==> src/rtl/latch_reader_pkg.sv <==
// Shared types and sizing helpers for the latch pair reader.
package latch_reader_pkg;

  localparam int unsigned TS_W           = 40;
  localparam int unsigned DEF_FIFO_DEPTH = 4;
  localparam int unsigned DEF_RST_HOLD   = 2;
  localparam int unsigned DEF_TIMEOUT    = 1024;

  // Counter width able to hold 0..n-1, never narrower than one bit.
  function automatic int unsigned cnt_w(input int unsigned n);
    return (n > 1) ? $clog2(n) : 1;
  endfunction

  localparam int unsigned DEF_TIMER_W = cnt_w(DEF_TIMEOUT);
  localparam int unsigned DEF_HOLD_W  = cnt_w(DEF_RST_HOLD);

  typedef enum logic [2:0] {
    ST_IDLE,
    ST_WAIT,
    ST_CAPTURE,
    ST_RELEASE,
    ST_DRAIN
  } state_t;

  typedef struct packed {
    logic [TS_W-1:0] delta;
    logic [TS_W-1:0] stamp;
  } entry_t;

endpackage

==> src/rtl/latch_result_fifo.sv <==
// Synchronous first-word fall-through result queue.
module latch_result_fifo #(
  parameter int unsigned DATA_W = 80,
  parameter int unsigned DEPTH  = 4
) (
  input  logic                     clk_i,
  input  logic                     rst_i,
  input  logic                     push_i,
  input  logic [DATA_W-1:0]        data_i,
  input  logic                     pop_i,
  output logic [DATA_W-1:0]        data_o,
  output logic                     full_o,
  output logic                     empty_o,
  output logic [$clog2(DEPTH):0]   level_o
);

  localparam int unsigned AW    = $clog2(DEPTH);
  localparam int unsigned LVL_W = $clog2(DEPTH) + 1;

  logic [DATA_W-1:0] mem_q [DEPTH];
  logic [AW-1:0]     wr_ptr_q;
  logic [AW-1:0]     rd_ptr_q;
  logic [LVL_W-1:0]  count_q;
  logic              pop_en_c;
  logic              push_en_c;

  assign empty_o = (count_q == '0);
  assign full_o  = (count_q == LVL_W'(DEPTH));
  assign data_o  = mem_q[rd_ptr_q];
  assign level_o = count_q;

  // A pop frees the slot a same-cycle push needs; pops on empty are ignored.
  assign pop_en_c  = pop_i && !empty_o;
  assign push_en_c = push_i && (!full_o || pop_en_c);

  // Storage, pointers and occupancy.
  always_ff @(posedge clk_i) begin
    if (rst_i) begin
      wr_ptr_q <= '0;
      rd_ptr_q <= '0;
      count_q  <= '0;
      for (int unsigned i = 0; i < DEPTH; i++) begin
        mem_q[i] <= '0;
      end
    end else begin
      if (push_en_c) begin
        mem_q[wr_ptr_q] <= data_i;
        wr_ptr_q        <= wr_ptr_q + AW'(1);
      end
      if (pop_en_c) begin
        rd_ptr_q <= rd_ptr_q + AW'(1);
      end
      count_q <= count_q + LVL_W'(push_en_c) - LVL_W'(pop_en_c);
    end
  end

endmodule

==> src/rtl/latch_pair_reader.sv <==
// Captures both latched timestamps from the two-channel counter, queues
// their interval and releases the counter for the next pair.
module latch_pair_reader
  import latch_reader_pkg::*;
#(
  parameter int unsigned WIDTH      = TS_W,
  parameter int unsigned FIFO_DEPTH = DEF_FIFO_DEPTH,
  parameter int unsigned RST_HOLD   = DEF_RST_HOLD,
  parameter int unsigned TIMEOUT    = DEF_TIMEOUT
) (
  input  logic                          iClk,
  input  logic                          iReset,
  input  logic [WIDTH-1:0]              iReg1,
  input  logic [WIDTH-1:0]              iReg2,
  input  logic                          iRdy1,
  input  logic                          iRdy2,
  output logic                          oRstLatch1,
  output logic                          oRstLatch2,
  output logic [WIDTH-1:0]              oDelta,
  output logic [WIDTH-1:0]              oStamp,
  output logic                          oValid,
  input  logic                          iReady,
  output logic                          oOverflow,
  output logic                          oOrphan,
  output logic [$clog2(FIFO_DEPTH):0]   oLevel
);

  localparam int unsigned TIMER_W = cnt_w(TIMEOUT);
  localparam int unsigned HOLD_W  = cnt_w(RST_HOLD);

  state_t               state_q;
  state_t               state_d;
  logic [TIMER_W-1:0]   timer_q;
  logic [TIMER_W-1:0]   timer_d;
  logic [HOLD_W-1:0]    hold_q;
  logic [HOLD_W-1:0]    hold_d;
  logic                 rdy1_meta_q;
  logic                 rdy1_sync_q;
  logic                 rdy2_meta_q;
  logic                 rdy2_sync_q;
  logic                 rst_latch_q;
  logic                 overflow_q;
  logic                 orphan_q;
  logic                 capture_c;
  logic                 orphan_set_c;
  logic                 drop_c;
  logic                 fifo_full_c;
  logic                 fifo_empty_c;
  entry_t               push_entry_c;
  entry_t               head_entry_c;

  // Interval wraps modulo 2^WIDTH; the counter keeps data stable while latched.
  assign push_entry_c.delta = iReg2 - iReg1;
  assign push_entry_c.stamp = iReg1;

  // A full queue only drops the pair if the sink is not popping this cycle.
  assign drop_c = capture_c && fifo_full_c && !iReady;

  // Two-flop synchronizers, state, timers and sticky flags.
  always_ff @(posedge iClk) begin
    if (iReset) begin
      rdy1_meta_q <= 1'b0;
      rdy1_sync_q <= 1'b0;
      rdy2_meta_q <= 1'b0;
      rdy2_sync_q <= 1'b0;
      state_q     <= ST_IDLE;
      timer_q     <= '0;
      hold_q      <= '0;
      rst_latch_q <= 1'b0;
      overflow_q  <= 1'b0;
      orphan_q    <= 1'b0;
    end else begin
      rdy1_meta_q <= iRdy1;
      rdy1_sync_q <= rdy1_meta_q;
      rdy2_meta_q <= iRdy2;
      rdy2_sync_q <= rdy2_meta_q;
      state_q     <= state_d;
      timer_q     <= timer_d;
      hold_q      <= hold_d;
      rst_latch_q <= (state_d == ST_RELEASE);
      overflow_q  <= overflow_q | drop_c;
      orphan_q    <= orphan_q | orphan_set_c;
    end
  end

  // Next-state logic for the capture / release handshake.
  always_comb begin
    state_d      = state_q;
    timer_d      = timer_q;
    hold_d       = hold_q;
    capture_c    = 1'b0;
    orphan_set_c = 1'b0;
    unique case (state_q)
      ST_IDLE: begin
        if (rdy1_sync_q && rdy2_sync_q) begin
          state_d = ST_CAPTURE;
        end else if (rdy1_sync_q ^ rdy2_sync_q) begin
          state_d = ST_WAIT;
          timer_d = '0;
        end
      end
      ST_WAIT: begin
        if (rdy1_sync_q && rdy2_sync_q) begin
          state_d = ST_CAPTURE;
        end else if (!rdy1_sync_q && !rdy2_sync_q) begin
          state_d = ST_IDLE;
        end else if (timer_q == TIMER_W'(TIMEOUT - 1)) begin
          orphan_set_c = 1'b1;
          state_d      = ST_RELEASE;
          hold_d       = '0;
        end else begin
          timer_d = timer_q + TIMER_W'(1);
        end
      end
      ST_CAPTURE: begin
        capture_c = 1'b1;
        state_d   = ST_RELEASE;
        hold_d    = '0;
      end
      ST_RELEASE: begin
        if (hold_q == HOLD_W'(RST_HOLD - 1)) begin
          state_d = ST_DRAIN;
        end else begin
          hold_d = hold_q + HOLD_W'(1);
        end
      end
      ST_DRAIN: begin
        if (!rdy1_sync_q && !rdy2_sync_q) begin
          state_d = ST_IDLE;
        end
      end
      default: state_d = ST_IDLE;
    endcase
  end

  latch_result_fifo #(
    .DATA_W ($bits(entry_t)),
    .DEPTH  (FIFO_DEPTH)
  ) u_fifo (
    .clk_i   (iClk),
    .rst_i   (iReset),
    .push_i  (capture_c),
    .data_i  (push_entry_c),
    .pop_i   (iReady),
    .data_o  (head_entry_c),
    .full_o  (fifo_full_c),
    .empty_o (fifo_empty_c),
    .level_o (oLevel)
  );

  assign oRstLatch1 = rst_latch_q;
  assign oRstLatch2 = rst_latch_q;
  assign oValid     = !fifo_empty_c;
  assign oDelta     = head_entry_c.delta;
  assign oStamp     = head_entry_c.stamp;
  assign oOverflow  = overflow_q;
  assign oOrphan    = orphan_q;

endmodule

==> config.mk <==
export PLATFORM = sky130hd
export DESIGN_NAME = latch_pair_reader
export DESIGN_NICKNAME = d
export VERILOG_FILES = /design/src/rtl/latch_reader_pkg.sv /design/src/rtl/latch_result_fifo.sv /design/src/rtl/latch_pair_reader.sv
export SDC_FILE = /design/constraint.sdc
export NUM_CORES = 1
export LEC_CHECK = 0
export BUFFER_PORTS_ARGS = -buffer_cell sky130_fd_sc_hd__buf_2
export CORE_MARGIN = 2
export CORE_UTILIZATION = 54
export CTS_BUF_LIST = sky130_fd_sc_hd__clkbuf_4 sky130_fd_sc_hd__clkbuf_8 sky130_fd_sc_hd__clkbuf_16
export CTS_CLUSTER_DIAMETER = 60
export DETAILED_ROUTE_END_ITERATION = 6
export PLACE_DENSITY_LB_ADDON = 0.08
export SLEW_MARGIN = 20
export SYNTH_ARGS = -nofsm -noshare
export SYNTH_HDL_FRONTEND = slang
export SYNTH_SLANG_ARGS = --single-unit
==> constraint.sdc <==
create_clock -name iClk -period 3.8 [get_ports iClk]
set_input_delay 0.38 -clock iClk [delete_from_list [all_inputs] [get_ports iClk]]
set_output_delay 0.38 -clock iClk [all_outputs]
set_load 0.01 [all_outputs]
==> run summary <==
Final GP Congestion - 0.8785
Yosys reg bits - 350
Starting Density - 55.02%
Crit Path Category - reg2out
Critical Path End Type - primary output
Dpl hpwl - 25,720 um
Pwr Total - 10.29 mW
Post-Place Worst Slack - 591.1 ps
Relative slew slack - 39.03%
Final-report max-slew violation count - 0
Initial DRC Count - 968
Chip width - 180.8 um
Critical path fanouts, max - 32
Share of layout cells above drive strength 1 - 23.73%
CTS buffer count - 38
P&R area growth vs syn - 15.71%
Fin crit period - 2858 ps
CTS root buf - clkbuf_16
Crit path DAT - 2480 ps
Seq/Total Area, Yosys - 60.51%
Max-cap violations - 0
CP Launch Type - flip-flop
Fillers - 2,406
Fin cells - 1,944
Placed cell areas - 18,280 um^2
Fin worst setup slack - 942.2 ps
Most used DFF post-synth - edfxtp_1
Largest net degree at the start of global routing - 78
Leakage power - 7.923 nW
Clk_lat worst skew - 530 ps
Worst-path clk slew - 60 ps
Critical path's largest stage delay - 830 ps
Core box area - 30,670 um^2
Max VDD drop - 0.5858 mV
Post-CTS setup repair buffer count - 0
Unrepaired setup endpoints after global routing - no
Clock tree buffer depth - 3
Final Util - 63.66%
Via-per-instance ratio - 5.661
Cells after Synth - 1,348
Die height - 180.8 um
I/O pins - 173
First-pass GRT wire length - 62,490 um
Cts hold-fix bufs - 0
Worst path slowest cell - dfxtp_4
CP required - 3420 ps
Syn. warnings - 0
Hold_ws - 69.74 ps
Clk_skew - 17.99 ps
FMAX - 349.9 MHz
Post-Synthesis Net Count - 1,479
WL/cell - 20.64 um
Run status - finished clean
DRT antenna net count - 0
DR pass1 iterations - 5
Total vias in the final route - 11,010
Final Cell Area - 19,530 um^2
Buffers on Ports - 172
Initial antenna violation count - 12
CTS Sinks - 350
Final setup fails - 0
Cell Count Post-Placement - 1,867
Final net count - 1,642
Hold Path Class - in2reg
H-tree depth - 2
EDFF count, synth - 320
Crit-path cells - buf_4 > mux4_2 > buf_2
Ys async rst share - 0%
Worst slew pin tran - 907.6 ps
Synth unique cells - 62
Final critical-path share of the clock period - 75.21%
WL final - 40,130 um
GRT Overall Usage - 24.80%
Setup TNS - 0 ps
Die Area - 32,680 um^2
DRC viols - 0
CTS-repair resized insts - 0
Cell Pwr Density - 526.9 nW/um^2
Gr ovfl total - 0
Vias in the first global route - 11,130
TritonCTS clock tree - built
Cell area after synthesis - 16,870 um^2
Endpoints failing hold - 0
Most frequent cells in the layout - 320 x edfxtp_1, 289 x nor2_1, 172 x buf_2, 112 x inv_1, 93 x nand2_1
Most common cell after layout, fill and taps aside - edfxtp_1
Num rows - 64
Syn avg cell area - 12.52 um^2
[final timing paths]
check	start	end	slack, ps	cells after the start
worst max-delay path	flip-flop	oDelta[0]	940	3
worst min-delay path	iRdy1	rdy1_meta_q$_SDFF_PP0_	70	2
worst max register to register	state_q[1]$_SDFF_PP0_	u_fifo.mem_q[1][78]$_SDFFCE_PN0P_	1070	7
worst min register to register	rdy2_meta_q$_SDFF_PP0_	rdy2_sync_q$_SDFF_PP0_	440	1
[flip-flops by register name, summed over array words and instances (netlist names), named ones only]
name,flops
rdy1_sync_q,1
u_fifo.level_o,3
oRstLatch1,1
hold_q,1
u_fifo.rd_ptr_q,2
timer_q,10
oOrphan,1
rdy2_sync_q,1
u_fifo.wr_ptr_q,2
rdy1_meta_q,1
state_q,3
u_fifo.mem_q,320
rdy2_meta_q,1
oOverflow,1
[area by class of cell]
| cell class | instances | area, um^2 | share of cell area (%) |
|---|---|---|---|
| well taps | 396 | 495.5 | 2.538 |
| multi-input cells | 815 | 5998 | 30.72 |
| inverters | 112 | 420.4 | 2.153 |
| clock buffers | 48 | 1050 | 5.376 |
| flip-flops and latches | 350 | 10220 | 52.33 |
| diodes | 10 | 25.02 | 0.1282 |
| repair buffers | 194 | 1151 | 5.896 |
| clock inverters | 19 | 167.7 | 0.8587 |
[synth_stat cells, types with 9 or more instances]
| master | instances | area (um^2) |
|---|---|---|
| nand3_1 | 19 | 95.09 |
| clkbuf_1 | 51 | 191.4 |
| mux4_2 | 80 | 1802 |
| or3_1 | 11 | 68.82 |
| buf_1 | 9 | 33.78 |
| nor3_1 | 27 | 135.1 |
| o21ai_0 | 17 | 85.08 |
| inv_1 | 112 | 420.4 |
| xnor2_1 | 21 | 183.9 |
| nand2_1 | 93 | 349.1 |
| a21oi_1 | 36 | 180.2 |
| dfxtp_1 | 30 | 600.6 |
| nand2b_1 | 10 | 62.56 |
| ha_1 | 44 | 550.5 |
| and2_1 | 12 | 75.07 |
| nor2b_1 | 13 | 81.33 |
| nor2_1 | 289 | 1085 |
| edfxtp_1 | 320 | 9609 |
| xor2_1 | 24 | 210.2 |
| a21o_1 | 23 | 172.7 |
[where the power goes]
| group | switching [mW] | leakage [nW] | internal (mW) |
|---|---|---|---|
| logic | 1.11 | 3.77 | 1.04 |
| registers | 0.198 | 3.55 | 4.35 |
| clock network | 1.49 | 0.604 | 2.10 |
[worst max-delay path: cells and delay by family, from the launching register on]
kind | cells | cell delay [ps]
mux | 1 | 580
buf+inv | 2 | 510
flops | 1 | 830
[metal layers]
| metal | GRT usage [%] | part of all wire, % |
|---|---|---|
| met3 | 5.563 | 8.0 |
| met2 | 39.04 | 46 |
| met5 | 0 | 0.072 |
| met4 | 7.516 | 2.6 |
| met1 | 34.87 | 43 |
[cell families after synthesis]
group	Yosys count	share of synthesized area, %
AND/OR/NAND/NOR	505	12.87
buffers and inverters	183	4.204
XOR/XNOR	46	2.432
AO/OA/AOI/OAI	136	5.687
multiplexers	82	10.80
flip-flops	350	60.51
adder cells (fa/ha/maj)	46	3.500
Power figures use the tool's default switching activity.
